$ cat src/rtl/pp3_clkdiv_pkg.sv
// pp3_clkdiv_pkg
// Shared definitions for the PP3 global-clock-mux fabric divider:
//   state_e      : controller states (IDLE, RUN, DRAIN)
//   MIN_DIV      : smallest legal half-period; a DIV of 0 is raised to this
//   LOCK_PERIODS : completed IC periods required before IS0 may assert
package pp3_clkdiv_pkg;

  typedef enum logic [1:0] {
    IDLE  = 2'd0,
    RUN   = 2'd1,
    DRAIN = 2'd2
  } state_e;

  localparam int MIN_DIV      = 1;
  localparam int LOCK_PERIODS = 2;

endpackage

$ cat src/rtl/gmux_ic_clkdiv.sv
// gmux_ic_clkdiv
// Generates the IC (internal clock) and IS0 (select) inputs of the PP3 global
// clock mux. IC is a 50 % duty clock of period 2*div CLK cycles; ratio
// changes are applied only at the low-to-high boundary so IC never carries a
// runt pulse. IS0 asserts once IC has completed LOCK_PERIODS full periods and
// drops before IC stops, so the mux can fall back to the pad clock cleanly.
//
// Ports:
//   CLK     in   fabric clock, rising edge
//   RSTN    in   asynchronous active-low reset
//   EN      in   run request (level)
//   DIV     in   half-period length in CLK cycles (0 is treated as 1)
//   DIV_LD  in   one-cycle strobe capturing DIV as the pending ratio
//   LD_DONE out  one-cycle pulse when a ratio is accepted/applied
//   IC      out  registered divided clock
//   IS0     out  registered select (1 selects IC)
//   BUSY    out  controller not idle
module gmux_ic_clkdiv
  import pp3_clkdiv_pkg::*;
#(
  parameter int WIDTH = 8
) (
  input  logic             CLK,
  input  logic             RSTN,
  input  logic             EN,
  input  logic [WIDTH-1:0] DIV,
  input  logic             DIV_LD,
  output logic             LD_DONE,
  output logic             IC,
  output logic             IS0,
  output logic             BUSY
);

  function automatic logic [WIDTH-1:0] sat_div(input logic [WIDTH-1:0] v);
    return (v < WIDTH'(MIN_DIV)) ? WIDTH'(MIN_DIV) : v;
  endfunction

  state_e           state_q, state_d;
  logic [WIDTH-1:0] cnt_q, cnt_d;
  logic [WIDTH-1:0] div_q, div_d;
  logic [WIDTH-1:0] pend_q, pend_d;
  logic             pend_v_q, pend_v_d;
  logic [1:0]       per_q, per_d;
  logic             ic_q, ic_d;
  logic             is0_q, is0_d;
  logic             ld_done_q, ld_done_d;

  logic [WIDTH-1:0] div_ld_val;
  logic             terminal;

  assign div_ld_val = sat_div(DIV);
  // div_q is never below 1, so div_q-1 cannot wrap.
  assign terminal   = (cnt_q == (div_q - WIDTH'(1)));

  always_comb begin
    state_d   = state_q;
    cnt_d     = cnt_q;
    div_d     = div_q;
    pend_d    = pend_q;
    pend_v_d  = pend_v_q;
    per_d     = per_q;
    ic_d      = ic_q;
    is0_d     = is0_q;
    ld_done_d = 1'b0;

    unique case (state_q)
      IDLE: begin
        ic_d  = 1'b0;
        is0_d = 1'b0;
        if (DIV_LD) begin
          pend_d    = div_ld_val;
          pend_v_d  = 1'b1;
          ld_done_d = 1'b1;
        end
        if (EN) begin
          // A strobe on the start edge itself wins over an older pending value.
          div_d    = DIV_LD ? div_ld_val : (pend_v_q ? pend_q : div_q);
          pend_v_d = 1'b0;
          cnt_d    = '0;
          per_d    = '0;
          ic_d     = 1'b1;
          state_d  = RUN;
        end
      end

      RUN: begin
        if (DIV_LD) begin
          pend_d   = div_ld_val;
          pend_v_d = 1'b1;
        end
        if (terminal) begin
          cnt_d = '0;
          ic_d  = ~ic_q;
          if (!ic_q) begin
            // Rising boundary: count the completed period and swap ratio here
            // so the new value starts with a full high phase.
            if (per_q != 2'(LOCK_PERIODS)) per_d = per_q + 2'd1;
            if (per_d == 2'(LOCK_PERIODS)) is0_d = 1'b1;
            if (DIV_LD || pend_v_q) begin
              div_d     = DIV_LD ? div_ld_val : pend_q;
              pend_v_d  = 1'b0;
              ld_done_d = 1'b1;
            end
          end
        end else begin
          cnt_d = cnt_q + WIDTH'(1);
        end
        // Deselect first; IC is allowed to run out its current period.
        if (!EN) begin
          is0_d   = 1'b0;
          state_d = DRAIN;
        end
      end

      DRAIN: begin
        if (DIV_LD) begin
          pend_d   = div_ld_val;
          pend_v_d = 1'b1;
        end
        if (terminal) begin
          cnt_d = '0;
          ic_d  = 1'b0;
          if (!ic_q) begin
            // Suppressed rising edge: IC parks low.
            per_d   = '0;
            state_d = IDLE;
          end
        end else begin
          cnt_d = cnt_q + WIDTH'(1);
        end
      end

      default: begin
        state_d = IDLE;
        ic_d    = 1'b0;
        is0_d   = 1'b0;
      end
    endcase
  end

  always_ff @(posedge CLK or negedge RSTN) begin
    if (!RSTN) begin
      state_q   <= IDLE;
      cnt_q     <= '0;
      div_q     <= WIDTH'(MIN_DIV);
      pend_v_q  <= 1'b0;
      per_q     <= '0;
      ic_q      <= 1'b0;
      is0_q     <= 1'b0;
      ld_done_q <= 1'b0;
    end else begin
      state_q   <= state_d;
      cnt_q     <= cnt_d;
      div_q     <= div_d;
      pend_v_q  <= pend_v_d;
      per_q     <= per_d;
      ic_q      <= ic_d;
      is0_q     <= is0_d;
      ld_done_q <= ld_done_d;
    end
  end

  // Pending ratio is qualified by pend_v_q, so it needs no reset.
  always_ff @(posedge CLK) begin
    pend_q <= pend_d;
  end

  assign LD_DONE = ld_done_q;
  assign IC      = ic_q;
  assign IS0     = is0_q;
  assign BUSY    = (state_q != IDLE);

endmodule

$ cat config.mk
export PLATFORM = sky130hd
export DESIGN_NAME = gmux_ic_clkdiv
export DESIGN_NICKNAME = d
export VERILOG_FILES = /design/src/rtl/pp3_clkdiv_pkg.sv /design/src/rtl/gmux_ic_clkdiv.sv
export SDC_FILE = /design/constraint.sdc
export NUM_CORES = 1
export LEC_CHECK = 0
export CAP_MARGIN = 10
export CORE_MARGIN = 2
export CORE_UTILIZATION = 44
export CTS_CLUSTER_DIAMETER = 120
export CTS_CLUSTER_SIZE = 24
export DETAILED_ROUTE_END_ITERATION = 10
export SLEW_MARGIN = 5
export SYNTH_ARGS = -nofsm -noshare
export SYNTH_HDL_FRONTEND = slang
export SYNTH_SLANG_ARGS = --single-unit
$ cat constraint.sdc
create_clock -name CLK -period 5 [get_ports CLK]
set_input_delay 0.75 -clock CLK [delete_from_list [all_inputs] [get_ports CLK]]
set_output_delay 0.75 -clock CLK [all_outputs]
set_load 0.03 [all_outputs]
==> impl_summary.txt <==
----------------------------------------------------
[GRT]
  Via count of the first global-routing pass ... 1553
  Global-route usage over all layers ... 18.3%
  Number of antenna violations at the first check in global routing ... 0
  Wire length of the first global-routing pass ... 7120 um
  Largest net degree at the start of global routing ... 25
  Remaining Overflow, GRT ... 0

[Route]
  Iteration-0 DRC Markers ... 102
  Vias/cell ... 5.51
  Detailed-router iteration count before antenna repair ... 4
  Antenna-violating nets left ... 0
  Vias post-DR ... 1437
  Final routed wire length divided by cell count ... 15.7 um
  Remaining design rule violation count ... 0
  WL final ... 4090 um

[Critical path]
  FF-to-FF path depth ... 9
  Critical Path End Type ... register
  Slack of the worst reg-to-reg path ... 2.09 ns
  Worst Setup Path Type ... register to register
  Startpoint of the lowest-slack register-to-register path ... div_q[0]
  Worst r2r dst ... div_q[2]
  Data arrival time of the worst path ... 3.08 ns
  Required time of the worst setup path ... 5.17 ns
  Max Fanout on Critical Path ... 8
  Type of origin of the critical path ... register

[Die]
  Die X-Extent ... 70.2 um
  Floorplan die area ... 4930 um^2
  # rows ... 24
  Die height ... 70.2 um
  Standard cell core area ... 4290 um^2
  Number of I/O pins ... 16
  Effective utilization at floorplan ... 44.9%

[Status]
  Outcome ... complete, no violations

[Cells and area]
  Final-stage net count ... 227
  Most common cell after layout, fill and taps aside ... dfrtp_1
  Fraction of layout instances using a drive strength above 1 ... 16.7%
  Highest-count cells in the layout ignoring fill and taps ... dfrtp_1, nand2_1, clkdlybuf4s50_1, inv_1, nor2_1
  Number of diodes added for antenna fixing ... 0
  Growth of design area from synthesis to finish ... 16.9%

[Yosys]
  Yosys cell types ... 45
  Share of synthesized flip-flops with an asynchronous set or reset ... 75.0%
  Share of synthesized area occupied by flip-flops and latches ... 43.6%
  Post-Synthesis Cells ... 190
  Post-synthesis cell type with the largest combined area ... dfrtp_1
  Average cell area after synthesis ... 10.2 um^2
  Post-synth top flop ... dfrtp_1
  Netlist Area Pre-Place ... 1930 um^2
  Area contributors post-synth ... dfrtp_1, edfxtp_1, mux2_4
  Area share of the largest cell type after synthesis ... 29.8%
  Number of synthesis warnings ... 0
  FF+latch count, synth ... 32
  Number of enable-type register cells in the synthesized netlist ... 8
  Number of nets in the synthesized netlist ... 209

[Power and ir drop]
  Leakage power ... 0.000938 uW
  Areal power density over the cells ... 581 nW/um^2
  Worst vdd rail ir drop ... 0.367 mV
  Sum of internal, switching and leakage power ... 1310 uW

[Clock tree]
  Max clock buf depth ... 2
  Hold buffers post-CTS ... 0
  Count of clock tree sinks ... 32
  CTS Buf Count ... 5
  Count of instances resized after the clock tree is built ... 0
  Clock-pin slew on the worst setup and hold paths ... 0.07 ns
  CTS root buf ... clkbuf_8
  CTS tree ... yes
  Latest clock arrival within the worst-skew pair ... 0.29 ns
  Deepest level of the CTS H-tree ... 2
  Post-CTS Setup Inserts ... 0

[STA]
  Final worst path period need ... 2.91 ns
  Setup skew after layout ... 0.00714 ns
  Final-report hold violation count ... 0
  Actual transition at the worst max-transition pin ... 0.597 ns
  Count of endpoints failing setup in the final report ... 0
  Setup repair after global routing missed its margin ... false
  Final setup TNS ... 0 ns
  Max Fclk ... 343 MHz
  Max-slew violations ... 0
  Period utilisation layout ... 58.2%
  Relative slew slack ... 60.2%

[Placed design]
  Final estimated routing congestion in global placement ... 0.795
  DPL Wire Length ... 3050 um
  Port Buf Inserts ... 15

[Worst hold path]
  Worst Hold Path EP ... per_q[1]
  Worst Hold Path Cells ... 1
  Worst min-delay path class ... register to register
  Start point of the worst hold path ... per_q[1]

[Job]
  Max cap viols ... 0

----------------------------------------------------
==> logic make-up after synthesis <==
kind of cell / Yosys count / synth area share, %
muxes: 18 / 11.9
xor gates and xnor gates: 9 / 4.09
adders and majority gates: 7 / 4.54
DFF: 32 / 43.6
AOI/OAI and AO/OA: 36 / 13.0
buffers and inverters: 18 / 3.50
and+or+nand+nor: 70 / 19.3
==> worst max-delay path by stage <==
stage               startpoint       end  slack [ns]  cells past startpoint
floorplan             div_q[0]  div_q[2]        2.17                     10
global placement        DIV_LD  div_q[2]        2.09                      5
detailed placement      DIV_LD  div_q[2]        1.97                      5
CTS                   div_q[0]  div_q[2]        2.07                      9
global route          div_q[0]  div_q[2]        1.94                      9
finish                div_q[0]  div_q[2]        2.09                      9
==> per-stage QoR <==
| stage | util [%] | hold slack [ns] | area [um^2] | setup WS [ns] | std cells |
|---|---|---|---|---|---|
| after global placement | 49.6 | 0.484 | 2130 | 2.09 | 252 |
| final | 52.5 | 0.507 | 2260 | 2.09 | 261 |
| after detailed placement | 49.6 | 0.483 | 2130 | 1.97 | 252 |
| after CTS | 52.2 | 0.507 | 2240 | 2.07 | 260 |
| after floorplan | - | 0.454 | 1930 | 2.17 | 190 |
| after global routing | 52.5 | 0.548 | 2260 | 1.94 | 261 |
==> synthesized netlist by cell type, types with 4 or more instances <==
cell       n
inv_1     12
nor2_1    12
clkbuf_1   5
mux2_2     7
mux2_4     8
dfrtp_1   23
nand3_1   10
nor3_1     5
ha_1       7
a21oi_1    9
edfxtp_1   8
xor2_1     4
xnor2_1    5
o21ai_0   11
nand2_1   19
==> area by class of cell <==
| type | instances | area, um^2 |
|---|---|---|
| Fill cell | 389 | 2040 |
| Multi-Input combinational cell | 140 | 1020 |
| Timing Repair Buffer | 17 | 173 |
| Sequential cell | 32 | 842 |
| Clock buffer | 5 | 68.8 |
| Clock inverter | 3 | 42.5 |
| Tap cell | 52 | 65.1 |
| Inverter | 12 | 45.0 |
==> sequential cells by signal, summed over array words and instances, names as in the netlist <==
signal,count
pend_q,8
per_q,2
IS0,1
pend_v_q,1
LD_DONE,1
div_q,8
IC,1
state_q,2
cnt_q,8
==> per-layer routing <==
metal  vias up  track usage (%)  routed length, um
li1        716                -                  -
met1       688             23.6               1880
met2        27             30.3               2020
met3         6             3.61                139
met4         0             7.05                 55
met5         -                0                  0
==> critical path: stages, from the launching register on <==
cell and delay, ns:
dfstp_2 0.61, inv_1 0.06, ha_1 0.28, nor2b_1 0.16, or3_1 0.35, a31o_1 0.26
nor3_4 0.25, nand2_2 0.12, o32ai_4 0.33, mux2_4 0.35
==> where the power goes <==
part	leakage, uW	internal (uW)	switching (uW)	total (uW)
sequential	0.000392	360	95.6	456
combinational	0.000492	270	335	605
clock	0.0000541	147	102	249
Power figures use the tool's default switching activity.
